[src/rtl/rf_write_arbiter_pkg.sv]
// Shared types and widths for the register-file write arbiter and its mul/div result FIFO.
package rf_write_arbiter_pkg;

    localparam int REG_AW = 5;
    localparam int XLEN   = 32;

    localparam logic [REG_AW-1:0] REG_ZERO = 5'd0;

    typedef struct packed {
        logic              we;
        logic [REG_AW-1:0] waddr;
        logic [XLEN-1:0]   wdata;
    } wb_req_t;

    typedef struct packed {
        logic [REG_AW-1:0] waddr;
        logic [XLEN-1:0]   wdata;
    } md_entry_t;

endpackage

[src/rtl/rf_wb_fifo.sv]
// Small synchronous FIFO holding mul/div results ({waddr, wdata}) until a free write slot appears.
module rf_wb_fifo
    import rf_write_arbiter_pkg::*;
#(
    parameter int DEPTH = 2,
    parameter int CW    = $clog2(DEPTH + 1)
) (
    input  logic          clk,
    input  logic          reset,
    input  logic          push_i,
    input  md_entry_t     push_entry_i,
    input  logic          pop_i,
    output md_entry_t     head_o,
    output logic          full_o,
    output logic          empty_o,
    output logic [CW-1:0] count_o
);

    localparam int PW = (DEPTH > 1) ? $clog2(DEPTH) : 1;

    md_entry_t       mem_q [DEPTH];
    logic [PW-1:0]   wr_ptr_q, wr_ptr_d;
    logic [PW-1:0]   rd_ptr_q, rd_ptr_d;
    logic [CW-1:0]   count_q, count_d;
    logic            do_push;
    logic            do_pop;

    assign full_o  = (count_q == CW'(DEPTH));
    assign empty_o = (count_q == '0);
    assign count_o = count_q;
    assign head_o  = mem_q[rd_ptr_q];

    // A push into a full FIFO is only legal when the head leaves in the same cycle.
    assign do_pop  = pop_i && !empty_o;
    assign do_push = push_i && (!full_o || do_pop);

    always_comb begin
        wr_ptr_d = wr_ptr_q;
        rd_ptr_d = rd_ptr_q;
        count_d  = count_q;
        if (do_push) begin
            wr_ptr_d = wr_ptr_q + 1'b1;
        end
        if (do_pop) begin
            rd_ptr_d = rd_ptr_q + 1'b1;
        end
        count_d = count_q + CW'(do_push) - CW'(do_pop);
    end

    always_ff @(posedge clk or posedge reset) begin
        if (reset) begin
            wr_ptr_q <= '0;
            rd_ptr_q <= '0;
            count_q  <= '0;
            for (int i = 0; i < DEPTH; i++) begin
                mem_q[i] <= '0;
            end
        end else begin
            wr_ptr_q <= wr_ptr_d;
            rd_ptr_q <= rd_ptr_d;
            count_q  <= count_d;
            if (do_push) begin
                mem_q[wr_ptr_q] <= push_entry_i;
            end
        end
    end

endmodule

[src/rtl/rf_write_arbiter.sv]
// Merges pipeline writeback and mul/div results onto the single register-file write port,
// tracks outstanding mul/div destinations and requests a pipeline bubble when the FIFO starves.
module rf_write_arbiter
    import rf_write_arbiter_pkg::*;
#(
    parameter int DEPTH        = 2,
    parameter int STARVE_LIMIT = 8
) (
    input  logic              clk,
    input  logic              reset,
    input  logic              pipe_we,
    input  logic [REG_AW-1:0] pipe_waddr,
    input  logic [XLEN-1:0]   pipe_wdata,
    input  logic              md_valid,
    output logic              md_ready,
    input  logic [REG_AW-1:0] md_waddr,
    input  logic [XLEN-1:0]   md_wdata,
    input  logic              pend_set,
    input  logic [REG_AW-1:0] pend_addr,
    output logic [31:0]       pending,
    output logic              stall_req,
    output logic              rf_we,
    output logic [REG_AW-1:0] rf_waddr,
    output logic [XLEN-1:0]   rf_wdata
);

    localparam int CW = $clog2(DEPTH + 1);
    localparam int SW = (STARVE_LIMIT > 1) ? $clog2(STARVE_LIMIT) : 1;

    wb_req_t         rf_q, rf_d;
    wb_req_t         win_req;
    logic            win_is_md;
    logic [31:0]     pending_q, pending_d;
    logic [SW-1:0]   starve_q, starve_d;
    logic            stall_q, stall_d;

    md_entry_t       fifo_head;
    md_entry_t       md_entry;
    logic            fifo_full;
    logic            fifo_empty;
    logic [CW-1:0]   fifo_count;
    logic            fifo_push;
    logic            fifo_pop;
    logic            md_xfer;
    logic            bypass;

    assign md_entry.waddr = md_waddr;
    assign md_entry.wdata = md_wdata;

    assign md_ready = !fifo_full;
    assign md_xfer  = md_valid && !fifo_full;

    rf_wb_fifo #(
        .DEPTH (DEPTH),
        .CW    (CW)
    ) u_fifo (
        .clk          (clk),
        .reset        (reset),
        .push_i       (fifo_push),
        .push_entry_i (md_entry),
        .pop_i        (fifo_pop),
        .head_o       (fifo_head),
        .full_o       (fifo_full),
        .empty_o      (fifo_empty),
        .count_o      (fifo_count)
    );

    // Priority: pipeline, then oldest queued result, then a result arriving into an empty FIFO.
    always_comb begin
        win_req   = '0;
        win_is_md = 1'b0;
        fifo_pop  = 1'b0;
        bypass    = 1'b0;
        if (pipe_we) begin
            win_req.we    = 1'b1;
            win_req.waddr = pipe_waddr;
            win_req.wdata = pipe_wdata;
        end else if (!fifo_empty) begin
            win_req.we    = 1'b1;
            win_req.waddr = fifo_head.waddr;
            win_req.wdata = fifo_head.wdata;
            win_is_md     = 1'b1;
            fifo_pop      = 1'b1;
        end else if (md_xfer) begin
            win_req.we    = 1'b1;
            win_req.waddr = md_waddr;
            win_req.wdata = md_wdata;
            win_is_md     = 1'b1;
            bypass        = 1'b1;
        end
        fifo_push = md_xfer && !bypass;
    end

    // A win to r0 uses up the slot but never asserts the write enable.
    always_comb begin
        rf_d       = rf_q;
        rf_d.we    = win_req.we && (win_req.waddr != REG_ZERO);
        if (win_req.we) begin
            rf_d.waddr = win_req.waddr;
            rf_d.wdata = win_req.wdata;
        end
    end

    // Clear first so a same-cycle re-issue to the same register keeps it pending.
    always_comb begin
        pending_d = pending_q;
        if (win_is_md && (win_req.waddr != REG_ZERO)) begin
            pending_d[win_req.waddr] = 1'b0;
        end
        if (pend_set && (pend_addr != REG_ZERO)) begin
            pending_d[pend_addr] = 1'b1;
        end
    end

    always_comb begin
        starve_d = '0;
        stall_d  = 1'b0;
        if (pipe_we && (fifo_count != '0)) begin
            if (starve_q == SW'(STARVE_LIMIT - 1)) begin
                stall_d = 1'b1;
            end else begin
                starve_d = starve_q + 1'b1;
            end
        end
    end

    always_ff @(posedge clk or posedge reset) begin
        if (reset) begin
            rf_q      <= '0;
            pending_q <= '0;
            starve_q  <= '0;
            stall_q   <= 1'b0;
        end else begin
            rf_q      <= rf_d;
            pending_q <= pending_d;
            starve_q  <= starve_d;
            stall_q   <= stall_d;
        end
    end

    assign rf_we     = rf_q.we;
    assign rf_waddr  = rf_q.waddr;
    assign rf_wdata  = rf_q.wdata;
    assign pending   = pending_q;
    assign stall_req = stall_q;

endmodule

[config.mk]
export PLATFORM = sky130hd
export DESIGN_NAME = rf_write_arbiter
export DESIGN_NICKNAME = d
export VERILOG_FILES = /design/src/rtl/rf_write_arbiter_pkg.sv /design/src/rtl/rf_wb_fifo.sv /design/src/rtl/rf_write_arbiter.sv
export SDC_FILE = /design/constraint.sdc
export NUM_CORES = 1
export LEC_CHECK = 0
export ABC_CLOCK_PERIOD_IN_PS = 7700
export CAP_MARGIN = 25
export CORE_AREA = 8 8 144 146
export CTS_BUF_LIST = sky130_fd_sc_hd__clkbuf_4 sky130_fd_sc_hd__clkbuf_8 sky130_fd_sc_hd__clkbuf_16
export DETAILED_ROUTE_END_ITERATION = 16
export DIE_AREA = 0 0 152 154
export RECOVER_POWER = 50
export SETUP_SLACK_MARGIN = 0.02
export SYNTH_ARGS = -nofsm -noshare
export SYNTH_HDL_FRONTEND = slang
export SYNTH_HIERARCHICAL = 1
export SYNTH_SLANG_ARGS = --single-unit
export TNS_END_PERCENT = 10
[constraint.sdc]
create_clock -name clk -period 7.7 [get_ports clk]
set_input_delay 2.31 -clock clk [delete_from_list [all_inputs] [get_ports clk]]
set_output_delay 2.31 -clock clk [all_outputs]
set_load 0.1 [all_outputs]
==> Word-level counts from Yosys, hierarchy flattened <==
Cells that the tools add are included.
{ "word_totals": {"inputBits": 84, "output_inout_bits": 72, "word_cells": 77, "reg_bits": 152} }
{ "classes": {"muxes": 26, "reduce_logical": 19, "n_addsub": 5, "bitwise_logic": 5, "eq_ne": 2, "order_cmp": 7} }
{ "ops": {"columns": ["op", "n"], "rows": [
  ["two-way mux 37 bit", 4],
  ["two-way mux 38 bit", 3],
  ["bitwise mux 74 bit", 1],
  ["two-way mux 32 bit", 2],
  ["demux 37 bit (select 1 bit)", 1],
  ["AND 32 bit", 1],
  ["inverter 32 bit", 1],
  ["bitwise OR 32 bit", 1],
  ["less-than comparator 5 x 6 -> 1 bit, second input constant", 2],
  ["logical AND 1 bit", 11],
  ["two-way mux 1 bit", 11],
  ["demux 1 bit (select 5 bit)", 2],
  ["greater-or-equal comparator 5 x 1 -> 1 bit, second input constant", 2],
  ["nonzero test 5 bit", 2],
  ["two-way mux 3 bit", 2],
  ["greater-or-equal comparator 2 bit, second input constant", 2],
  ["inverter 1 -> 2 bit", 2],
  ["adder 3 x 1 -> 3 bit, second input constant", 1],
  ["equality test 3 bit, second input constant", 1],
  ["zero test 1 bit", 3],
  ["adder 1 bit, second input constant", 2],
  ["adder 2 x 1 -> 2 bit", 1],
  ["equality test 2 bit, second input constant", 1],
  ["zero test 2 bit", 1],
  ["4 further kinds", 4]
]} }

==> Depth between registers and ports, before layout <==
Gate-level depths: netlist of the first run.
{ "logic_depth": {"ltp_word": 15, "mapped_depth": 11, "ltp_nobuf": 9} }

==> By module <==
The synthesis of the first run kept the hierarchy.
{ "modules_own_cells": {"columns": ["module", "seq_area_each_um2", "area_per_inst_um2", "cells_per_inst", "instances"], "rows": [
  ["rf_write_arbiter", 1851.8, 3713.6, 363, 1],
  ["rf_wb_fifo", 1951.9, 3539.6, 216, 1]
]} }

==> Worst setup path before layout of the first run <==
OpenSTA, ideal clock, no wires.
{ "synth_timing": {"kind": "input to register", "start": "input port pipe_we", "end": "register u_fifo.count_q[1], in the netlist u_fifo/count_o[1]", "setup_time_ns": 0.123, "t_arrival_ns": 3.967, "path_buffers": 2, "setup_slack_ns": 3.610, "path_stages": 10, "path_cell_list": "buf_6 -> nor2_1 -> clkbuf_1 -> or3b_1 -> nand2_1 -> ha_1 -> inv_1 -> ha_1 -> xnor2_1 -> xnor2_1"} }
{ "synth_via": {"elab_chain_len": 6, "elab_cells_between_ends": 9, "cone_classes": "add/sub: 2; mux: 2; reduce/logical: 5"} }
{ "synth_lines": {"columns": ["item", "line", "text"], "rows": [
  ["start: declaration", "rf_write_arbiter.sv:11", "input logic pipe_we,"],
  ["two-way mux 1 bit *", "rf_write_arbiter.sv:74", "if (pipe_we) begin"],
  ["named net fifo_pop", "rf_write_arbiter.sv:43", "logic fifo_pop;"],
  ["logical AND 1 bit *", "rf_wb_fifo.sv:34", "assign do_pop = pop_i && !empty_o;"],
  ["logical OR 1 bit", "rf_wb_fifo.sv:35", "assign do_push = push_i && (!full_o || do_pop);"],
  ["logical AND 1 bit", "rf_wb_fifo.sv:35", null],
  ["adder 2 x 1 -> 2 bit", "rf_wb_fifo.sv:47", "count_d = count_q + CW'(do_push) - CW'(do_pop);"],
  ["subtractor 2 x 1 -> 2 bit *", "rf_wb_fifo.sv:47", null],
  ["named net u_fifo.count_d[1]", "rf_wb_fifo.sv:24", "logic [CW-1:0] count_q, count_d;"],
  ["end signal: assignment", "rf_wb_fifo.sv:61", "count_q <= count_d;"],
  ["end: declaration", "rf_wb_fifo.sv:24", null]
]} }
Mark *: on every way through the listed nets, which the timed path passes. The rest lies on a longest branch.
A chain may end at the register's enable or synchronous reset.

==> Worst setup path after layout of the first run <==
{ "layout_timing": {"start": "input port pipe_we", "end": "register u_fifo/mem_q[2] (netlist bit)"} }
{ "layout_via": {"elab_chain_len": 4, "elab_cells_between_ends": 7, "cone_classes": "mux: 2; reduce/logical: 5"} }
{ "layout_lines": {"columns": ["item", "line", "text"], "rows": [
  ["two-way mux 1 bit", "rf_write_arbiter.sv:74", null],
  ["zero test 1 bit", "rf_write_arbiter.sv:91", "fifo_push = md_xfer && !bypass;"],
  ["logical AND 1 bit", "rf_write_arbiter.sv:91", null],
  ["named net fifo_push", "rf_write_arbiter.sv:42", "logic fifo_push;"],
  ["logical AND 1 bit", "rf_wb_fifo.sv:35", null],
  ["end signal: indexed assignment", "rf_wb_fifo.sv:63", "mem_q[wr_ptr_q] <= push_entry_i;"],
  ["end: declaration", "rf_wb_fifo.sv:21", "md_entry_t mem_q [DEPTH];"]
]} }
The timed path passes the listed nets, and every way through them passes these cells.

==> PnR_summary.wiki, run 1 <==
{| class="wikitable"
! Metric !! Value
|-
| Residual overflow from global routing || 0
|-
| Core area || 18500 µm²
|-
| TNS Setup || 0 ps
|-
| Max-slew violation total from the final report || 149
|-
| Total inserted antenna cells || 0
|-
| Number of max-cap violations || 4
|-
| Routed via count || 5359
|-
| Final weighted congestion in routability-driven placement || 0.784
|-
| CTS H-tree depth || 4
|-
| Met1 layer usage reported by global route || 20.6%
|-
| Cell at the root of the clock tree || clkbuf_16
|-
| Global-route met3 utilization || 4.26%
|-
| Count of distinct cell types in the synthesized netlist || 55
|-
| Synthesis-to-finish area growth || 32.1%
|-
| Horizontal die dimension || 152 µm
|-
| Post-synth EDFFs || 0
|-
| Required time reported for the critical path endpoint || 8010 ps
|-
| Final critical-path required period || 5760 ps
|-
| Final wirelength || 20000 µm
|-
| Primary flip-flop cell chosen by synthesis mapping || dfrtp_1
|-
| F_max || 0.174 GHz
|-
| Number of nets in the finished design || 813
|-
| Class of the worst hold path || reg2reg
|-
| Fill cell total of the finished layout || 1581
|-
| TritonCTS clock tree || done
|-
| Post-route core utilization || 51.9%
|-
| Number of global-route vias before repair || 5803
|-
| #FFs+latches synth || 152
|-
| Sequential element share of the synthesized area || 52.4%
|-
| Setup repair after global routing missed its margin || no
|-
| Share of final-layout standard cells stronger than drive strength 1 || 22.3%
|-
| Clock input transition at the sequential cells of the worst setup and hold paths || 60 ps
|-
| Smallest hold slack || 375 ps
|-
| CTS resizes || 0
|-
| Bufs on Longest Clock Path || 2
|-
| Failing checks || capacitance limit, slew limit
|-
| Clock sink count || 152
|-
| Routing usage on met2 || 30.3%
|-
| Clock latency on the worst-skew pair || 430 ps
|-
| Share of the cycle needed by the critical path after routing || 74.7%
|-
| Vias per cell || 5.52
|-
| Endpoints failing hold || 0
|-
| Detailed placer's ending HPWL || 14100 µm
|-
| Global-route layer with the greatest usage || met2
|-
| Total routing usage reported by global routing || 17.3%
|-
| Relative slew slack || -43.0%
|-
| Per-instance average area after synthesis || 12.5 µm²
|-
| Count of final setup violators || 0
|-
| Worst Clk Skew || 9.94 ps
|-
| CTS hold repair buffers || 0
|-
| Type of the worst setup path || in2reg
|-
| Critical Path Fanout Max || 38
|-
| Starting utilization of the core area || 39.3%
|-
| Antenna violations before repair || 0
|-
| Die outline area || 23400 µm²
|-
| CP endpoint kind || flip-flop
|-
| WP data arrival || 6060 ps
|-
| Clock buffers created by TritonCTS || 17
|-
| # IOs || 156
|-
| Post-Syn Nets || 667
|-
| DR DRC count || 0
|-
| Post-CTS setup-driven buffer insertion count || 0
|-
| Post-synth design cell area || 7250 µm²
|-
| Routed wirelength normalized by instance count || 20.6 µm
|-
| Cell type with the highest aggregate area in the netlist || dfrtp_1
|-
| DRT Pass-1 Iters || 6
|-
| DRT iter0 DRCs || 326
|-
| Die height || 154 µm
|-
| Critical Path Source Type || input pin
|-
| Number of I/O port buffers || 155
|-
| Syn. warnings || 6
|-
| Largest cells by area after synthesis || dfrtp_1, mux2_2, mux2_4, a221o_1, a22o_1
|-
| Result of the run || complete, but fails checks
|-
| Area share of the leading cell type in the synthesized netlist || 52.4%
|-
| Cell Rows || 50
|-
| Syn Inst Count || 579
|-
| Measured slew at the worst slew-check pin || 2140 ps
|-
| First-pass GRT wire length || 32400 µm
|-
| Pin count of the biggest net entering global routing || 79
|-
| FFs w/ async S/R, synth || 100%
|-
| Remaining antenna violation count || 0
|}
==> synth_stat cells, types with 3 or more instances <==
cell         n
a221o_1     32
clkbuf_1    14
inv_1        8
o21ai_0     30
nor2_1       8
buf_2        9
nand4bb_1    4
and2_1       4
nand2_1     72
buf_6        6
buf_12       3
nand2b_1     4
o21ai_2      8
mux2_2      81
nor3b_1      6
a21o_1       3
ha_1         4
o31ai_1      3
nor2b_1      4
xnor2_1      3
a22o_1      31
a21oi_1      4
mux2_4      30
nand3_1      7
buf_4        3
o211ai_1     3
and3_1       3
dfrtp_1    152
or3_1        3
==> layer usage <==
layer / part of all wire (%) / vias up
li1: - / 2437
met1: 41 / 2727
met2: 52 / 170
met3: 5.1 / 25
met4: 1.6 / 0
met5: 0 / -
==> cell usage in the layout (no fill, tap or decap), types with 8 or more instances in the layout <==
cell             synthesis  layout
clkdlybuf4s50_1          0     153
dfrtp_1                152     151
mux2_2                  81      81
nand2_1                 72      72
a221o_1                 32      32
o21ai_0                 30      31
a22o_1                  31      31
mux2_4                  30      30
clkbuf_16                0      17
o21ai_2                  8       8
==> through the flow <==
| step | instances | setup slack, ps | instance area (µm²) |
|---|---|---|---|
| after floorplan | 579 | 3390 | 7250 |
| after global placement | 939 | 2350 | 8920 |
| after detailed placement | 939 | 2230 | 8920 |
| after CTS | 970 | 2690 | 9580 |
| after global routing | 971 | 1570 | 9580 |
| final | 971 | 1940 | 9580 |
==> cell families after synthesis <==
kind of cell             after synthesis  synth area share (%)
buffers and inverters                 45                  3.93
XOR/XNOR                               4                 0.483
multiplexers                         111                  18.8
adder cells (fa/ha/maj)                4                 0.690
flip-flops                           152                  52.4
AND/OR/NAND/NOR                      131                  9.19
AO/OA/AOI/OAI                        132                  14.5
==> flip-flops by register name (all words and copies together), names as in the netlist <==
name	flops
rf_waddr	5
rf_we	1
rf_wdata	32
starve_q	3
pending	32
stall_req	1
u_fifo/rd_ptr_q	1
u_fifo/mem_q	74
u_fifo/wr_ptr_q	1
u_fifo/count_o	2
==> layout make-up <==
type                    instances  area (µm²)  share of cell area, %
clock buffers                  21         474                   4.95
clock inverters                10         191                   2.00
inverters                       8        32.5                  0.339
multi-input cells             382        3170                   33.1
flip-flops and latches        152        3800                   39.7
well taps                     234         293                   3.06
repair buffers                164        1620                   16.9
==> path summary, 6_finish.rpt <==
path	cells past startpoint	slack [ps]	start	end
max in group asynchronous	3	2300	reset	stall_req$_DFF_PP0_
min reg2reg	0	380	pending[0]$_DFF_PP0_	pending[0]$_DFF_PP0_
min	0	380	pending[0]$_DFF_PP0_	pending[0]$_DFF_PP0_
max reg2reg	5	4320	u_fifo/count_o[1]$_DFF_PP0_	rf_wdata[2]$_DFFE_PP0N_
max	7	1940	pipe_we	u_fifo/mem_q[2]$_DFFE_PP0P_
min in group asynchronous	3	2640	reset	u_fifo/mem_q[51]$_DFFE_PP0P_
==> critical path: stages <==
cell and delay, ps:
buf_2 430, clkbuf_1 1190, nand4bb_1 520, and2_1 240
and3_2 410, buf_4 500, mux2_2 400
Power of run 1 is left out: the tool's default activity adds up to more than one toggle a clock period on the data nets, which glitch-free logic cannot reach.
==> run 2: changes to the inputs <==
--- a/config.mk
+++ b/config.mk
@@ -5,12 +5,13 @@
 export SDC_FILE = /design/constraint.sdc
 export NUM_CORES = 1
 export LEC_CHECK = 0
-export ABC_CLOCK_PERIOD_IN_PS = 7700
+export ABC_CLOCK_PERIOD_IN_PS = 5180
 export CAP_MARGIN = 25
 export CORE_AREA = 8 8 144 146
 export CTS_BUF_LIST = sky130_fd_sc_hd__clkbuf_4 sky130_fd_sc_hd__clkbuf_8 sky130_fd_sc_hd__clkbuf_16
 export DETAILED_ROUTE_END_ITERATION = 16
 export DIE_AREA = 0 0 152 154
+export PLACE_DENSITY = 0.67
 export RECOVER_POWER = 50
 export SETUP_SLACK_MARGIN = 0.02
 export SYNTH_ARGS = -nofsm -noshare
==> constraint.sdc (replaced) <==
create_clock -name clk -period 5.18 [get_ports clk]
set_input_delay 1.554 -clock clk [delete_from_list [all_inputs] [get_ports clk]]
set_output_delay 1.554 -clock clk [all_outputs]
set_load 0.1 [all_outputs]
==> run 2 against run 1 <==
Net effect:
- via count about the same
- first-iteration DRC count down 1.2%
- wire length is 0.21% lower
- highest routed layer unchanged
- hold slack worse by 1.9 ps
- clock-buffer cell count down 2
- non-clock buffer count is the same
- die area unchanged
- critical path depth shrank 1
- sequential share of layout area is 0.35 points higher
- design area down 0.87%
- the flow still finishes with violations (capacitance limit, slew limit)
==> PnR_summary.wiki, run 2 (synthesis results as in run 1) <==
{| class="wikitable"
! Metric !! Value
|-
| WP data arrival || 4550 ps (-1510 ps)
|-
| DR DRC count || 0 (unchanged)
|-
| TritonCTS clock tree || done
|-
| Clock sink count || 152 (unchanged)
|-
| CTS hold repair buffers || 0 (unchanged)
|-
| Clock buffers created by TritonCTS || 17 (unchanged)
|-
| Endpoints failing hold || 0 (unchanged)
|-
| Register with the most flip-flops || u_fifo/mem_q
|-
| Required time reported for the critical path endpoint || 5470 ps (-2540 ps)
|-
| Global-route layer with the greatest usage || met2
|-
| Number of buffer and inverter stages on the critical path || 2 (-1)
|-
| Worst Clk Skew || 8.61 ps (-1.33 ps)
|-
| F_max || 0.234 GHz
|-
| Clock input transition at the sequential cells of the worst setup and hold paths || 60 ps (about the same)
|-
| Kind of cell adding the most delay to the critical path || buffers and inverters
|-
| Residual overflow from global routing || 0 (unchanged)
|-
| Number of global-route vias before repair || 5902 (+1.7%)
|-
| Flip-flop count of the largest register, all copies and words added || 74 (unchanged)
|-
| Routing usage on met2 || 29.7% (-0.62 points)
|-
| Cell Rows || 50 (unchanged)
|-
| Number of max-cap violations || 2 (-2)
|-
| Ordered cell list for the critical path || buf_2 -> clkbuf_1 -> or3b_1 -> nand2_1 -> or3_1 -> or4_1
|-
| Share of the cycle needed by the critical path after routing || 82.4%
|-
| First-pass GRT wire length || 32200 µm (-0.49%)
|-
| Measured slew at the worst slew-check pin || 2080 ps (-64.9 ps)
|-
| Final wirelength || 20000 µm (-0.21%)
|-
| Count of final setup violators || 0 (unchanged)
|-
| Failing checks || capacitance limit, slew limit
|-
| Remaining antenna violation count || 0 (unchanged)
|-
| # IOs || 156 (unchanged)
|-
| Synthesis-to-finish area growth || 31.0%
|-
| Post-CTS setup-driven buffer insertion count || 0 (unchanged)
|-
| DRT Pass-1 Iters || 5 (-1)
|-
| DRT iter0 DRCs || 322 (-1.2%)
|-
| Pin count of the biggest net entering global routing || 48 (-39%)
|-
| Detailed placer's ending HPWL || 14100 µm (+0.14%)
|-
| Non-filler instance count after layout || 972 (+0.10%)
|-
| Vias per cell || 5.52 (about the same)
|-
| Max-slew violation total from the final report || 84 (-44%)
|-
| Final critical-path required period || 4270 ps
|-
| Standard cell area after detailed placement || 8920 µm² (about the same)
|-
| Setup repair after global routing missed its margin || no
|-
| Cell total after placement || 940 (+0.11%)
|-
| Core area || 18500 µm² (unchanged)
|-
| Result of the run || complete, but fails checks
|-
| Horizontal die dimension || 152 µm (unchanged)
|-
| CP endpoint kind || flip-flop
|-
| Share of final-layout standard cells stronger than drive strength 1 || 22.8% (+0.51 points)
|-
| Pre-CTS worst setup slack || 1070 ps (-1160 ps)
|-
| Global-route met3 utilization || 4.15% (-0.11 points)
|-
| Worst-case setup margin in the final layout || 914 ps (-1030 ps)
|-
| Routed wirelength normalized by instance count || 20.5 µm (-0.31%)
|-
| Final weighted congestion in routability-driven placement || 0.851 (+8.7%)
|-
| Total routing usage reported by global routing || 17.2% (-0.16 points)
|-
| Class of the worst hold path || reg2reg
|-
| Met1 layer usage reported by global route || 20.2% (-0.38 points)
|-
| Total inserted antenna cells || 0 (unchanged)
|-
| Leading cell types in the layout, fill and taps excluded || clkdlybuf4s50_1, dfrtp_1, mux2_2
|-
| Relative slew slack || -39.4% (+3.6 points)
|-
| Starting utilization of the core area || 39.3% (unchanged)
|-
| CTS resizes || 0 (unchanged)
|-
| Final non-filler cell area || 9500 µm² (-0.87%)
|-
| CTS H-tree depth || 4 (unchanged)
|-
| Most frequent standard cell in the layout excluding fill and tap cells || clkdlybuf4s50_1
|-
| Clock latency on the worst-skew pair || 420 ps (about the same)
|-
| Die outline area || 23400 µm² (unchanged)
|-
| Bufs on Longest Clock Path || 2 (unchanged)
|-
| Worst-path cell with the longest stage delay || clkbuf_1
|-
| Number of I/O port buffers || 155 (unchanged)
|-
| Antenna violations before repair || 0 (unchanged)
|-
| TNS Setup || 0 ps (unchanged)
|-
| Number of nets in the finished design || 813 (unchanged)
|-
| Critical Path Fanout Max || 33 (-13%)
|-
| Critical Path Source Type || input pin
|-
| Routed via count || 5361 (+0.037%)
|-
| Cell at the root of the clock tree || clkbuf_16
|-
| Type of the worst setup path || in2reg
|-
| Maximum cell stage delay along the critical path || 1050 ps (-140 ps)
|-
| Die height || 154 µm (unchanged)
|}
[run 2: cell type report]
cell class / instances / area (µm²)
clock buffers: 19 / 453
clock inverters: 13 / 135
repair buffers: 164 / 1600
flip-flops and latches: 152 / 3800
well taps: 234 / 293
multi-input cells: 382 / 3180
fillers: 1570 / 8960
inverters: 8 / 32.5
[run 2: path summary, 6_finish.rpt]
kind	from	endpoint	slack [ps]	depth (start not counted)
worst max-delay path	pipe_we	rf_we$_DFF_PP0_	910	6
worst min-delay path	pending[0]$_DFF_PP0_	pending[0]$_DFF_PP0_	370	0
worst max register to register	u_fifo/count_o[1]$_DFF_PP0_	rf_wdata[20]$_DFFE_PP0N_	2090	5
worst min register to register	pending[0]$_DFF_PP0_	pending[0]$_DFF_PP0_	370	0
max in group asynchronous	reset	u_fifo/mem_q[14]$_DFFE_PP0P_	1430	3
min in group asynchronous	reset	rf_wdata[12]$_DFFE_PP0N_	2040	2
[run 2: layer usage]
layer  share of wire, %  routed length (µm)  vias to the layer above
met2                 51               10200                      160
li1                   -                   -                     2437
met3                4.4                 884                       31
met4                2.2                 449                        0
met5                  0                   0                        -
met1                 42                8390                     2733
[run 2: worst register-to-register path: stages (launching register included)]
cell and delay, ps:
dfrtp_1 420, nor2_1 400, buf_4 280, and4bb_1 630, clkbuf_1 980, a221o_1 310
[run 2: stage by stage]
step	hold WS [ps]	util [%]
after detailed placement	364	48.4
after global placement	364	48.4
after CTS	378	51.5
final	373	51.5
after floorplan	414	-
after global routing	398	51.5
Power of run 2 is left out for the same reason.
==> run 3: changes to the inputs <==
--- a/config.mk
+++ b/config.mk
@@ -5,7 +5,7 @@
 export SDC_FILE = /design/constraint.sdc
 export NUM_CORES = 1
 export LEC_CHECK = 0
-export ABC_CLOCK_PERIOD_IN_PS = 5180
+export ABC_CLOCK_PERIOD_IN_PS = 3750
 export CAP_MARGIN = 25
 export CORE_AREA = 8 8 144 146
 export CTS_BUF_LIST = sky130_fd_sc_hd__clkbuf_4 sky130_fd_sc_hd__clkbuf_8 sky130_fd_sc_hd__clkbuf_16
==> constraint.sdc (replaced) <==
create_clock -name clk -period 3.75 [get_ports clk]
set_input_delay 1.125 -clock clk [delete_from_list [all_inputs] [get_ports clk]]
set_output_delay 1.125 -clock clk [all_outputs]
set_load 0.1 [all_outputs]
==> run 3 against run 2 <==
Net effect:
- the run still ends with capacitance limit, slew limit left
- sequential cell count did not move
- sequential share of layout area rose by 0.65 points
- critical path depth unchanged
- final cell count is 0.51% higher
- wire length is 1.3% higher
- register-to-register slack got worse by 1200 ps
==> PnR_summary.wiki, run 3 (synthesis results as in run 1) <==
{| class="wikitable"
! Metric !! Value
|-
| Number of I/O port buffers || 155 (unchanged)
|-
| Routing usage on met2 || 30.3% (+0.58 points)
|-
| Global-route layer with the greatest usage || met2
|-
| Endpoints failing hold || 0 (unchanged)
|-
| Worst Clk Skew || 9.90 ps (+1.29 ps)
|-
| Non-filler instance count after layout || 977 (+0.51%)
|-
| # IOs || 156 (unchanged)
|-
| Type of the worst setup path || in2reg
|-
| Most frequent standard cell in the layout excluding fill and tap cells || dfrtp_1
|-
| DR DRC count || 0 (unchanged)
|-
| Clock latency on the worst-skew pair || 430 ps (about the same)
|-
| Cell at the root of the clock tree || clkbuf_16
|-
| RR Endpoint || pending[12]$_DFF_PP0_
|-
| Reg2reg setup slack || 910 ps (-1180 ps)
|-
| Result of the run || complete, but fails checks
|-
| Final critical-path required period || 3080 ps
|-
| CP endpoint kind || flip-flop
|-
| Remaining antenna violation count || 0 (unchanged)
|-
| Setup repair after global routing missed its margin || no
|-
| Share of final-layout standard cells stronger than drive strength 1 || 29.5% (+6.7 points)
|-
| Number of global-route vias before repair || 5986 (+1.4%)
|-
| F_max || 0.324 GHz
|-
| Endpoint of the worst hold-timing path || pending[0]$_DFF_PP0_
|-
| Post-CTS setup-driven buffer insertion count || 0 (unchanged)
|-
| Startpoint of the lowest-slack hold path || pending[0]$_DFF_PP0_
|-
| Share of the cycle needed by the critical path after routing || 82.2%
|-
| Total routing usage reported by global routing || 17.5% (+0.31 points)
|-
| Total inserted antenna cells || 0 (unchanged)
|-
| Bufs on Longest Clock Path || 2 (unchanged)
|-
| TNS Setup || 0 ps (unchanged)
|-
| Routed wirelength normalized by instance count || 20.7 µm (+0.74%)
|-
| Number of nets in the finished design || 818 (+0.62%)
|-
| Number of max-cap violations || 2 (unchanged)
|-
| Antenna violations before repair || 0 (unchanged)
|-
| CTS resizes || 0 (unchanged)
|-
| Pin count of the biggest net entering global routing || 47 (-2.1%)
|-
| Detailed placer's ending HPWL || 14300 µm (+1.5%)
|-
| Global-route met3 utilization || 3.59% (-0.56 points)
|-
| Clock input transition at the sequential cells of the worst setup and hold paths || 60 ps (about the same)
|-
| Met1 layer usage reported by global route || 20.2% (+0.044 points)
|-
| Synthesis-to-finish area growth || 28.9%
|-
| Required time reported for the critical path endpoint || 4040 ps (-1430 ps)
|-
| Cell total after placement || 945 (+0.53%)
|-
| DRT Pass-1 Iters || 7 (+2)
|-
| TritonCTS clock tree || done
|-
| Die outline area || 23400 µm² (unchanged)
|-
| Cell Rows || 50 (unchanged)
|-
| Max-slew violation total from the final report || 57 (-32%)
|-
| Die height || 154 µm (unchanged)
|-
| Class of the worst hold path || reg2reg
|-
| Starting utilization of the core area || 39.3% (unchanged)
|-
| Clock sink count || 152 (unchanged)
|-
| Horizontal die dimension || 152 µm (unchanged)
|-
| Vias per cell || 5.55 (+0.64%)
|-
| Final wirelength || 20200 µm (+1.3%)
|-
| Core area || 18500 µm² (unchanged)
|-
| DRT iter0 DRCs || 315 (-2.2%)
|-
| CTS hold repair buffers || 0 (unchanged)
|-
| Residual overflow from global routing || 0 (unchanged)
|-
| Critical Path Source Type || input pin
|-
| Routed via count || 5423 (+1.2%)
|-
| First-pass GRT wire length || 32500 µm (+0.96%)
|-
| Relative slew slack || -27.0% (+12 points)
|-
| Logic depth of the worst register-to-register path || 7 (+2)
|-
| Clock buffers created by TritonCTS || 17 (unchanged)
|-
| Leading cell types in the layout, fill and taps excluded || dfrtp_1, clkdlybuf4s50_1, mux2_2
|-
| Critical Path Fanout Max || 25 (-24%)
|-
| CTS H-tree depth || 4 (unchanged)
|-
| Count of final setup violators || 0 (unchanged)
|-
| Flip-flop count of the largest register, all copies and words added || 74 (unchanged)
|-
| Critical register-to-register path startpoint || u_fifo/count_o[1]$_DFF_PP0_
|-
| Hold-critical path depth || 0 (unchanged)
|-
| Measured slew at the worst slew-check pin || 1890 ps (-185 ps)
|-
| WP data arrival || 3370 ps (-1180 ps)
|-
| Failing checks || capacitance limit, slew limit
|-
| Register with the most flip-flops || u_fifo/mem_q
|-
| Final weighted congestion in routability-driven placement || 0.854 (+0.29%)
|}
## run 3: worst max path at each step
stage / endpoint / startpoint / slack, ps / depth (start not counted)
2_1_floorplan: u_fifo/count_o[0]$_DFF_PP0_ / reset / 630 / 1
3_3_place_gp: u_fifo/count_o[1]$_DFF_PP0_ / pipe_we / 600 / 9
3_5_place_dp: pending[23]$_DFF_PP0_ / md_valid / 510 / 6
4_1_cts: pending[23]$_DFF_PP0_ / md_valid / 920 / 6
5_1_grt: u_fifo/mem_q[6]$_DFFE_PP0P_ / reset / 480 / 3
6_report: rf_we$_DFF_PP0_ / pipe_we / 670 / 6
## run 3: through the flow
step / util (%) / area [µm²] / setup WS (ps) / hold slack, ps
2_1_floorplan: - / 7250 / 630 / 414
4_1_cts: 51.2 / 9450 / 916 / 381
6_report: 50.7 / 9350 / 667 / 374
5_1_grt: 50.7 / 9350 / 479 / 396
3_5_place_dp: 47.9 / 8830 / 510 / 367
3_3_place_gp: 47.9 / 8830 / 602 / 366
## run 3: cell type report
class / instances / area [µm²]
Timing Repair Buffer: 169 / 1420
Tap cell: 234 / 293
Inverter: 8 / 32.5
Sequential cell: 152 / 3800
Fill cell: 1589 / 9110
Multi-Input combinational cell: 382 / 3180
Clock inverter: 14 / 190
Clock buffer: 18 / 433
## run 3: per-layer routing
| layer | share of wire (%) | routed length (µm) | vias to the layer above |
|---|---|---|---|
| li1 | - | - | 2444 |
| met1 | 41 | 8390 | 2755 |
| met2 | 51 | 10400 | 175 |
| met3 | 3.9 | 796 | 49 |
| met4 | 3.1 | 625 | 0 |
| met5 | 0 | 0 | - |
## run 3: critical path: stages
cell,delay [ps]
clkbuf_1,590
buf_4,400
or3b_1,260
nand2_1,60
or3_1,440
or4_1,480
Power of run 3 is left out for the same reason.
